File: src/rtl/machine_trap_pkg.sv
// Shared encodings for the machine-mode trap sequencer:
// FSM state codes, PC-source selects and exception cause codes.
package machine_trap_pkg;

  typedef logic [1:0] state_t;

  localparam state_t ST_RESET       = 2'd0;
  localparam state_t ST_OPERATING   = 2'd1;
  localparam state_t ST_TRAP_TAKEN  = 2'd2;
  localparam state_t ST_TRAP_RETURN = 2'd3;

  localparam logic [1:0] PC_BOOT = 2'b00;
  localparam logic [1:0] PC_NEXT = 2'b01;
  localparam logic [1:0] PC_TRAP = 2'b10;
  localparam logic [1:0] PC_EPC  = 2'b11;

  localparam int unsigned CAUSE_ILLEGAL   = 2;
  localparam int unsigned CAUSE_MIS_INSTR = 0;
  localparam int unsigned CAUSE_ECALL     = 11;
  localparam int unsigned CAUSE_EBREAK    = 3;
  localparam int unsigned CAUSE_MIS_STORE = 6;
  localparam int unsigned CAUSE_MIS_LOAD  = 4;
  localparam int unsigned CAUSE_EXC_MAX   = 11;

  typedef struct packed {
    logic illegal;
    logic mis_instr;
    logic mis_load;
    logic mis_store;
    logic ecall;
    logic ebreak;
  } exc_t;

endpackage

File: src/rtl/machine_trap_ctrl_prio.sv
// Combinational trap-cause priority picker: lowest enabled irq first,
// then synchronous exceptions in fixed architectural order.
module trap_cause_prio
  import machine_trap_pkg::*;
#(
  parameter int NUM_IRQ = 3,
  parameter int CAUSE_W = 4,
  parameter logic [NUM_IRQ*CAUSE_W-1:0] IRQ_CAUSES = '0
) (
  input  logic [NUM_IRQ-1:0] irq_req,
  input  logic               mie_in,
  input  exc_t               exc,
  output logic               found,
  output logic               i_or_e,
  output logic [CAUSE_W-1:0] cause
);

  logic [NUM_IRQ-1:0] irq_act;

  assign irq_act = irq_req & {NUM_IRQ{mie_in}};

  always_comb begin
    found  = 1'b0;
    i_or_e = 1'b0;
    cause  = '0;
    // Descending scan so the lowest index is the last writer.
    for (int i = NUM_IRQ - 1; i >= 0; i--) begin
      if (irq_act[i]) begin
        found  = 1'b1;
        i_or_e = 1'b1;
        cause  = IRQ_CAUSES[i*CAUSE_W +: CAUSE_W];
      end
    end
    if (!found) begin
      priority case (1'b1)
        exc.illegal: begin
          found = 1'b1;
          cause = CAUSE_W'(CAUSE_ILLEGAL);
        end
        exc.mis_instr: begin
          found = 1'b1;
          cause = CAUSE_W'(CAUSE_MIS_INSTR);
        end
        exc.ecall: begin
          found = 1'b1;
          cause = CAUSE_W'(CAUSE_ECALL);
        end
        exc.ebreak: begin
          found = 1'b1;
          cause = CAUSE_W'(CAUSE_EBREAK);
        end
        exc.mis_store: begin
          found = 1'b1;
          cause = CAUSE_W'(CAUSE_MIS_STORE);
        end
        exc.mis_load: begin
          found = 1'b1;
          cause = CAUSE_W'(CAUSE_MIS_LOAD);
        end
        default: ;
      endcase
    end
  end

endmodule

File: src/rtl/machine_trap_ctrl.sv
// Machine-mode trap sequencer: boot hold, trap entry, mret return,
// PC-source select, flush and CSR write strobes.
module machine_trap_ctrl
  import machine_trap_pkg::*;
#(
  parameter int NUM_IRQ    = 3,
  parameter int CAUSE_W    = 4,
  parameter     IRQ_CAUSES = {4'd7, 4'd3, 4'd11},
  parameter int BOOT_HOLD  = 2
) (
  input  logic               clk_in,
  input  logic               rst_in,
  input  logic [NUM_IRQ-1:0] irq_in,
  input  logic [NUM_IRQ-1:0] irq_pend_in,
  input  logic [NUM_IRQ-1:0] irq_en_in,
  input  logic               mie_in,
  input  logic               illegal_instr_in,
  input  logic               misaligned_instr_in,
  input  logic               misaligned_load_in,
  input  logic               misaligned_store_in,
  input  logic               ecall_in,
  input  logic               ebreak_in,
  input  logic               mret_in,
  output logic [1:0]         pc_src_out,
  output logic               flush_out,
  output logic               instruct_inc_out,
  output logic               set_epc_out,
  output logic               set_cause_out,
  output logic               mie_clear_out,
  output logic               mie_set_out,
  output logic               trap_taken_out,
  output logic               i_or_e_out,
  output logic [CAUSE_W-1:0] cause_out,
  output logic               misaligned_exception_out
);

  if ($bits(IRQ_CAUSES) != NUM_IRQ * CAUSE_W) begin : g_bad_irq_causes
    $error("IRQ_CAUSES width must be NUM_IRQ*CAUSE_W");
  end
  if (CAUSE_W < $clog2(CAUSE_EXC_MAX + 1)) begin : g_bad_cause_w
    $error("CAUSE_W too narrow for exception cause codes");
  end
  if (BOOT_HOLD < 1) begin : g_bad_boot_hold
    $error("BOOT_HOLD must be at least 1");
  end

  localparam int CNT_W = (BOOT_HOLD > 1) ? $clog2(BOOT_HOLD) : 1;
  localparam logic [CNT_W-1:0] HOLD_LAST = CNT_W'(BOOT_HOLD - 1);

  state_t             state;
  state_t             state_nxt;
  logic [CNT_W-1:0]   cnt;
  logic [NUM_IRQ-1:0] irq_req;
  exc_t               exc;
  logic               found;
  logic               prio_ie;
  logic [CAUSE_W-1:0] prio_cause;
  logic               mis_any;

  assign irq_req = irq_en_in & (irq_in | irq_pend_in);
  assign exc = '{
    illegal:   illegal_instr_in,
    mis_instr: misaligned_instr_in,
    mis_load:  misaligned_load_in,
    mis_store: misaligned_store_in,
    ecall:     ecall_in,
    ebreak:    ebreak_in
  };
  assign mis_any = misaligned_instr_in
                 | misaligned_load_in
                 | misaligned_store_in;

  trap_cause_prio #(
    .NUM_IRQ    (NUM_IRQ),
    .CAUSE_W    (CAUSE_W),
    .IRQ_CAUSES (IRQ_CAUSES)
  ) u_prio (
    .irq_req (irq_req),
    .mie_in  (mie_in),
    .exc     (exc),
    .found   (found),
    .i_or_e  (prio_ie),
    .cause   (prio_cause)
  );

  // Requests only count while the pipeline is running normally.
  assign trap_taken_out = found & (state == ST_OPERATING);

  always_comb begin
    state_nxt = state;
    case (state)
      ST_RESET:
        if (cnt == HOLD_LAST) state_nxt = ST_OPERATING;
      ST_OPERATING:
        if (found)        state_nxt = ST_TRAP_TAKEN;
        else if (mret_in) state_nxt = ST_TRAP_RETURN;
      ST_TRAP_TAKEN:  state_nxt = ST_OPERATING;
      ST_TRAP_RETURN: state_nxt = ST_OPERATING;
      default:        state_nxt = ST_OPERATING;
    endcase
  end

  always_ff @(posedge clk_in) begin
    if (rst_in) begin
      state                    <= ST_RESET;
      cnt                      <= '0;
      cause_out                <= '0;
      i_or_e_out               <= 1'b0;
      misaligned_exception_out <= 1'b0;
    end else begin
      state                    <= state_nxt;
      misaligned_exception_out <= mis_any;
      if (state == ST_RESET && cnt != HOLD_LAST)
        cnt <= cnt + CNT_W'(1);
      if (trap_taken_out) begin
        cause_out  <= prio_cause;
        i_or_e_out <= prio_ie;
      end
    end
  end

  always_comb begin
    pc_src_out       = PC_NEXT;
    flush_out        = 1'b0;
    instruct_inc_out = 1'b1;
    set_epc_out      = 1'b0;
    set_cause_out    = 1'b0;
    mie_clear_out    = 1'b0;
    mie_set_out      = 1'b0;
    case (state)
      ST_RESET: begin
        pc_src_out       = PC_BOOT;
        flush_out        = 1'b1;
        instruct_inc_out = 1'b0;
      end
      ST_TRAP_TAKEN: begin
        pc_src_out       = PC_TRAP;
        flush_out        = 1'b1;
        instruct_inc_out = 1'b0;
        set_epc_out      = 1'b1;
        set_cause_out    = 1'b1;
        mie_clear_out    = 1'b1;
      end
      ST_TRAP_RETURN: begin
        pc_src_out       = PC_EPC;
        flush_out        = 1'b1;
        instruct_inc_out = 1'b0;
        mie_set_out      = 1'b1;
      end
      default: ;
    endcase
  end

endmodule

File: config.mk
export PLATFORM = sky130hd
export DESIGN_NAME = machine_trap_ctrl
export DESIGN_NICKNAME = d
export VERILOG_FILES = /design/src/rtl/machine_trap_pkg.sv /design/src/rtl/machine_trap_ctrl_prio.sv /design/src/rtl/machine_trap_ctrl.sv
export SDC_FILE = /design/constraint.sdc
export NUM_CORES = 1
export LEC_CHECK = 0
export BUFFER_PORTS_ARGS = -buffer_cell sky130_fd_sc_hd__buf_2
export CORE_AREA = 4 4 41 43
export CTS_BUF_LIST = sky130_fd_sc_hd__clkbuf_16
export CTS_CLUSTER_SIZE = 30
export DETAILED_ROUTE_END_ITERATION = 16
export DIE_AREA = 0 0 45 47
export PLACE_DENSITY = 0.87
export SKIP_LAST_GASP = 1
export SLEW_MARGIN = 25
export SYNTH_ARGS = -nofsm -noshare
export SYNTH_HDL_FRONTEND = slang
export SYNTH_HIERARCHICAL = 1
export SYNTH_SLANG_ARGS = --single-unit
export TNS_END_PERCENT = 10
File: constraint.sdc
create_clock -name clk_in -period 4.25 [get_ports clk_in]
set_clock_uncertainty 0.15 [all_clocks]
set_input_delay 0.425 -clock clk_in [delete_from_list [all_inputs] [get_ports clk_in]]
set_output_delay 0.425 -clock clk_in [all_outputs]
set_load 0.03 [all_outputs]
Yosys cells after proc, flatten, opt, wreduce, memory -nomap -nowiden. Cells that the tools add are included.

Output and inout bits: 15. Register bits after elaboration: 9.

Bitwise operators: 7. Equal/unequal tests: 5. Reduce and logical (&&, ||, !) cells: 5. $add $sub $neg: 1. Muxes and demuxes: 29.

Operators by type and width (number): two-way mux 4 bit (9); two-way mux 1 bit (14); one-hot mux 2 bit (3 select lines) (2); AND 3 bit (2); two-way mux 2 bit (3); equality test 2 bit (second input constant) (2); two-way mux 3 bit (1); inequality test 3 bit (second input constant) (1); OR 3 bit (1); OR reduction 3 bit (1); equality test 2 x 1 -> 1 bit (second input constant) (1); logical NOT 2 bit (1); inequality test 2 bit (second input constant) (1); OR 1 bit (2); AND reduction 2 bit (1); OR reduction 2 bit (1); adder 1 bit (second input constant) (1); AND 1 bit (1); logical AND 1 bit (1); inverter 1 bit (1).

Depth between registers and ports, before layout. Gate-level depths: netlist of run 1.

Word-level depth: 13. Gate-level depth with buffers: 6.

Modules after synthesis. Netlist of run 1, hierarchy kept.

Modules (own cells, without submodules): machine_trap_ctrl (seq. area each 180.2 um2, area an instance 435.4 um2, cells each 48, times used 1); trap_cause_prio (seq. area each 0.0 um2, area an instance 107.6 um2, cells each 14, times used 1).

Least setup slack after synthesis of run 1. OpenSTA, ideal clock, no wires.

Path type: in2out. Start point: input port irq_pend_in[1]. End point: output port trap_taken_out. Data arrival time: 1417 ps. Slack: 2258 ps. Buffers on the path: 1. Stages on the path: 5. Path through: o21a_1 > o31ai_4 > nand3b_1 > and3b_1 > buf_6.

Word-level cells in the longest chain between the ends: 7.

Ends and longest elaborated chain: from (decl) (line machine_trap_ctrl.sv:14) `input logic [NUM_IRQ-1:0] irq_pend_in,`; OR 3 bit (line machine_trap_ctrl.sv:60) `assign irq_req = irq_en_in & (irq_in | irq_pend_in);`; AND 3 bit (line machine_trap_ctrl.sv:60); AND 3 bit (line machine_trap_ctrl_prio.sv:20) `assign irq_act = irq_req & {NUM_IRQ{mie_in}};`; two-way mux 1 bit (2 in a row) (line machine_trap_ctrl_prio.sv:28) `if (irq_act[i]) begin`; two-way mux 1 bit (line machine_trap_ctrl_prio.sv:34) `if (!found) begin`; named net found (line machine_trap_ctrl.sv:55) `logic found;`; AND 1 bit (line machine_trap_ctrl.sv:87) `assign trap_taken_out = found & (state == ST_OPERATING);`; to (decl) (line machine_trap_ctrl.sv:31) `output logic trap_taken_out,`.

The timed path passes the listed nets, and every way through them passes these cells.

Final worst setup path of run 1.
Start point: input port irq_pend_in[0]. End point: output port trap_taken_out.

Word-level cells in the longest chain between the ends: 6.

Ends and longest elaborated chain: OR 3 bit (line machine_trap_ctrl.sv:60); AND 3 bit (line machine_trap_ctrl.sv:60); named net irq_req[0] (line machine_trap_ctrl.sv:53) `logic [NUM_IRQ-1:0] irq_req;`; AND 3 bit (line machine_trap_ctrl_prio.sv:20); two-way mux 1 bit (line machine_trap_ctrl_prio.sv:28); two-way mux 1 bit (line machine_trap_ctrl_prio.sv:34); named net found (line machine_trap_ctrl.sv:55); AND 1 bit (line machine_trap_ctrl.sv:87).

The timed path passes the listed nets, and every way through them passes these cells.

==> results of run 1 <==
-- state kept, by name (all words and copies together), names as in the netlist --
name / flops
misaligned_exception_out: 1
cause_out: 4
i_or_e_out: 1
cnt: 1
state: 2
-- cells by family (layout without fill, tap and decap cells) --
kind of cell           after synthesis  in the layout  share of synthesized area (%)
AND/OR/NAND/NOR                     28             28                           30.6
AO/OA/AOI/OAI                       10             10                           17.3
buffers and inverters               10             41                           9.68
flip-flops                           9              9                           33.2
multiplexers                         5              5                           9.22
-- cell usage after synthesis --
master / count / area, µm²
mux2i_1: 5 / 50.1
o21ba_2: 1 / 10.0
nor4_1: 1 / 6.26
a31o_1: 1 / 8.76
a31oi_1: 1 / 6.26
a32o_1: 1 / 10.0
or2_2: 1 / 6.26
nand3b_1: 1 / 7.51
buf_4: 2 / 15.0
dfxtp_1: 9 / 180
nand2b_1: 13 / 81.3
o31ai_1: 1 / 7.51
clkbuf_1: 3 / 11.3
o21a_1: 3 / 22.5
inv_1: 4 / 15.0
o211ai_1: 1 / 7.51
and2_1: 1 / 6.26
nor2_1: 6 / 22.5
nor3_1: 3 / 15.0
buf_6: 1 / 11.3
and3b_1: 1 / 8.76
o31ai_4: 1 / 21.3
and4bb_2: 1 / 12.5
-- worst min-delay path, stage by stage --
cell    delay (ps)
buf_2           80
nor3_1          40
nor2_1          70
-- layout make-up --
type                    instances  area, µm²
flip-flops and latches          9        180
clock inverters                 1       3.75
well taps                      15       18.8
fillers                       120        533
inverters                       4       15.0
clock buffers                   3       75.1
multi-input cells              43        310
repair buffers                 33        165
-- per-stage QoR --
stage               util [%]  total power (W)  setup slack (ps)  cells  hold WS [ps]
global route            59.0         0.000334              1810    108           288
floorplan                  -         0.000142              2260     62           316
detailed placement      53.0         0.000160              1920    104           309
global placement        53.0         0.000159              1940    104           305
CTS                     59.0         0.000324              1910    108           281
finish                  59.0         0.000321              1920    108           275
-- placed cells by master, fill, tap and decap left out --
cell type / count
dfxtp_1: 9
a31oi_1: 1
and4bb_2: 1
o31ai_4: 1
a32o_1: 1
nand3b_1: 1
o21ba_2: 1
and2_1: 1
clkbuf_16: 3
nor3_1: 3
nand2b_1: 13
nor2_1: 6
o21a_1: 3
nor4_1: 1
inv_1: 5
or2_2: 1
o211ai_1: 1
buf_2: 33
a31o_1: 1
and3b_1: 1
o31ai_1: 1
mux2i_1: 5
-- report_power, final --
part / total [W] / switching (W) / internal (W)
clock: 0.000162 / 0.0000393 / 0.000123
sequential: 0.0000949 / 0.00000426 / 0.0000906
combinational: 0.0000641 / 0.0000387 / 0.0000254
-- routing by layer --
metal | wire (µm) | share of wire (%) | track usage, %
met4 | 0 | 0 | 8.77
met1 | 511 | 41 | 14.4
met2 | 581 | 47 | 22.3
met5 | 0 | 0 | 0
met3 | 144 | 12 | 2.30
-- how the worst min path moves through the flow --
| stage | slack [ps] | to | cells after the start |
|---|---|---|---|
| 6_report | 280 | misaligned_exception_out$_SDFF_PP0_ | 3 |
| 5_1_grt | 290 | misaligned_exception_out$_SDFF_PP0_ | 3 |
| 4_1_cts | 280 | misaligned_exception_out$_SDFF_PP0_ | 3 |
| 3_5_place_dp | 310 | cause_out[0]$_SDFFE_PP0P_ | 2 |
| 3_3_place_gp | 310 | cause_out[0]$_SDFFE_PP0P_ | 2 |
| 2_1_floorplan | 320 | state[0]$_SDFFE_PP0P_ | 2 |
==> impl_metrics.json, run 1 <==
{
  "syn_inst": 62,
  "hold_viol_final": 0,
  "ys_seq_area_share_pct": 33.2,
  "crit_slowest_cell": "o31ai_4",
  "grt_usage_pct": 12.9,
  "synthesis.nets": 81,
  "place.detailed.hpwl_um": 918,
  "hp-class": "in -> reg",
  "crit_path_end": "trap_taken_out",
  "cts_tree": "built",
  "grt_start_max_net_pins": 15,
  "fp.dieH_um": 47,
  "rr_startpoint": "state[0]$_SDFFE_PP0P_",
  "core_um2": 1300,
  "max_cap_viol_count": 0,
  "synth_area_um2": 543,
  "peakVddDrop_mv": 0.161,
  "ant_nets": 0,
  "reg2reg_slack_ps": 2960,
  "vias": 519,
  "p_per_area_nw_per_um2": 418,
  "die_x_um": 45,
  "maxSlewHeadroom_pct": 75.6,
  "antenna_cells": 0,
  "status": "complete, no violations",
  "place_congestion": 0.749,
  "min_period_ps": 2330,
  "first_iter_violations": 7,
  "path_depth": 6,
  "hp-start": "misaligned_load_in",
  "placed_area_um2": 689,
  "fmaxAchievable_mhz": 429,
  "cts_buffer_depth": 2,
  "cts_buffers": 3,
  "areaGrowthSynthToFinish_pct": 41.5,
  "critical_path.startpoint": "irq_pend_in[0]",
  "synth_warnings": 6,
  "crit_arrival_ps": 1760,
  "start_util_pct": 41.7,
  "clk_pin_slew_ps": 40,
  "drv_slew": 0,
  "antenna_found_initial": 0,
  "total_leakage_power_nw": 0.377,
  "h-tree-depth": 1,
  "nets": 113,
  "grt_pass1_vias": 481,
  "fin_crit_sh_pct": 54.8,
  "ys_types": 23,
  "setup_viol": 0,
  "rsz0062_at_grt": "no",
  "crit_family": "compound AO/OA/AOI/OAI gates",
  "clock-sinks": 9,
  "cp_data_required_time_ps": 3670,
  "dieArea_um2": 2120,
  "layout-drive-gt1-share_pct": 43.0,
  "crit_fanout": 6,
  "stdcell_area_um2": 768,
  "avgSynthCellArea_um2": 8.76,
  "io_buffers": 33,
  "postCtsSetupRepairBufs": 0,
  "post_drt_wl_per_cell_um": 11.5,
  "tightest_slew_ps": 363,
  "path_cells": "buf_2 -> o21a_1 -> o31ai_4 -> nand3b_1 -> and3b_1 -> buf_2",
  "start_kind": "input port",
  "ys_ff_latch": 9,
  "crit_type": "in -> out",
  "vias_per_cell": 4.81,
  "cts_hold_buf": 0,
  "cts_root_buf": "clkbuf_16",
  "post_cts_resized": 0,
  "ios": 34,
  "drc": 0,
  "cpPeakStageDelay_ps": 320,
  "grt_pass1_wl_um": 1950,
  "reg2reg_to": "cause_out[3]$_SDFFE_PP0P_",
  "crit_buf_inv": 2,
  "crit_path_frequent_cell": "buf_2",
  "drt-pass1-iter-count": 4,
  "setup_tns_ps": 0,
  "overflow": 0,
  "rows": 13,
  "clock_latency_ps": 230,
  "endpoint_kind": "primary output",
  "wirelength_um": 1240,
  "rr_worst_depth": 2
}
(Power assumes the default switching activity.)
==> run 2: changes to the inputs <==
- CORE_AREA: 4 4 41 43 -> default
- CORE_MARGIN: default -> 4
- CORE_UTILIZATION: default -> 40
- DIE_AREA: 0 0 45 47 -> default
- PLACE_DENSITY: 0.87 -> 0.86
- clock period: 4.25 -> 2.4 ns (I/O delays scaled with it)
==> run 2 against run 1 <==
  * Clock power increased by 75%
  * Worst setup slack got worse by 1500 ps
  * Power increased by 76%
  * Hold slack got worse by 180 ps
  * Count of clock-buffer cells in the layout unchanged
  * Cell count unchanged
  * Critical endpoint unchanged
  * Largest cell class unchanged
==> impl_metrics.json, run 2 (synthesized netlist as in run 1, its figures left out) <==
{
  "fillers": 118,
  "cts_root_buf": "clkbuf_16",
  "vias_per_cell": 5.02,
  "grt_pass1_wl_um": 2210,
  "p_sw_w": 0.000143,
  "peakVddDrop_mv": 0.401,
  "reg_top3": "cause_out x4, state x2",
  "cts_tree": "built",
  "h-tree-depth": 1,
  "drc": 0,
  "pwr-share-clk_pct": 50.2,
  "cpPeakStageDelay_ps": 340,
  "grt_start_max_net_pins": 15,
  "clock-sinks": 9,
  "dieArea_um2": 2010,
  "post_drt_wl_per_cell_um": 12.2,
  "fmaxAchievable_mhz": 503,
  "clk_pin_slew_ps": 40,
  "crit_fanout": 6,
  "crit_path_frequent_cell": "buf_2",
  "status": "complete, no violations",
  "antenna_found_initial": 0,
  "cts_hold_buf": 0,
  "wirelength_um": 1320,
  "place.detailed.hpwl_um": 1050,
  "postCtsSetupRepairBufs": 0,
  "areaGrowthSynthToFinish_pct": 41.5,
  "p_int_w": 0.000423,
  "vias": 542,
  "switching_share_pct": 25.3,
  "place_congestion": 0.739,
  "fin_util_pct": 59.8,
  "core_um2": 1280,
  "grt_usage_pct": 15.1,
  "path_cells": "buf_2 -> o21a_1 -> o31ai_4 -> nand3b_1 -> and3b_1 -> buf_2",
  "final_common_cell": "buf_2",
  "start_kind": "input port",
  "antenna_cells": 0,
  "layout-drive-gt1-share_pct": 43.0,
  "die_x_um": 44.8,
  "start_util_pct": 42.3,
  "hp-class": "in -> reg",
  "max_cap_viol_count": 0,
  "io_buffers": 33,
  "overflow": 0,
  "min_period_ps": 1990,
  "crit_arrival_ps": 1600,
  "endpoint_kind": "primary output",
  "crit_slowest_cell": "o31ai_4",
  "rsz0062_at_grt": "no",
  "grt_pass1_vias": 536,
  "seqPwrFrac_pct": 29.6,
  "drv_slew": 0,
  "top_register": "cause_out",
  "fin_crit_sh_pct": 82.8,
  "cts_buffers": 3,
  "cts_buffer_depth": 2,
  "ant_nets": 0,
  "hold_viol_final": 0,
  "setup_tns_ps": 0,
  "largest_reg_flops": 4,
  "rows": 13,
  "fp.dieH_um": 44.8,
  "first_iter_violations": 11,
  "post_cts_resized": 0,
  "nets": 113,
  "maxSlewHeadroom_pct": 78.9,
  "ios": 34,
  "tightest_slew_ps": 314,
  "final_cell_mix": "buf_2, nand2b_1, dfxtp_1",
  "power_frac_comb_pct": 20.2,
  "setup_viol": 0,
  "crit_type": "in -> out",
  "total_leakage_power_nw": 0.377,
  "min_delay_path_depth": 3,
  "rr_worst_depth": 2,
  "drt-pass1-iter-count": 4,
  "p_per_area_nw_per_um2": 736,
  "cp_data_required_time_ps": 2010,
  "clock_latency_ps": 230
}
-- run 2: final cells by class --
cell class	instances	area (µm²)	area share [%]
Clock buffer	3	75.1	9.77
Timing Repair Buffer	33	165	21.5
Clock inverter	1	3.75	0.489
Tap cell	15	18.8	2.44
Multi-Input combinational cell	43	310	40.4
Sequential cell	9	180	23.5
Inverter	4	15.0	1.95
-- run 2: path summary, 6_finish.rpt --
kind / start / to / slack (ps)
min reg2reg: cause_out[1]$_SDFFE_PP0P_ / cause_out[1]$_SDFFE_PP0P_ / 320
max reg2reg: state[0]$_SDFFE_PP0P_ / cause_out[2]$_SDFFE_PP0P_ / 1120
min: misaligned_load_in / misaligned_exception_out$_SDFF_PP0_ / 100
max: irq_pend_in[1] / trap_taken_out / 410
-- run 2: through the flow --
step | std cells | hold WS (ps) | instance area, µm² | total power, W | worst slack (ps)
floorplan | 62 | 210 | 543 | 0.000251 | 778
global placement | 104 | 310 | 689 | 0.000281 | 476
detailed placement | 104 | 317 | 689 | 0.000283 | 412
CTS | 108 | 102 | 768 | 0.000572 | 397
global route | 108 | 107 | 768 | 0.000592 | 304
finish | 108 | 96.4 | 768 | 0.000566 | 412
-- run 2: worst max-delay path: cells and delay by family --
| family | cells | cell delay, ps |
|---|---|---|
| AO/OA/AOI/OAI | 2 | 550 |
| AND/OR/NAND/NOR | 2 | 490 |
| buffers and inverters | 2 | 310 |
-- run 2: layer usage --
metal | wire [µm] | GRT usage, %
met1 | 485 | 14.4
met2 | 749 | 29.5
met3 | 82 | 5.18
met4 | 0 | 5.26
met5 | 0 | 0
-- run 2: power groups by stage --
stage | sequential, W | combinational [W] | clock (W)
floorplan | 0.000181 | 0.0000702 | 0
global placement | 0.000169 | 0.000112 | 0
detailed placement | 0.000170 | 0.000114 | 0
CTS | 0.000167 | 0.000115 | 0.000290
global route | 0.000169 | 0.000123 | 0.000300
finish | 0.000167 | 0.000114 | 0.000284
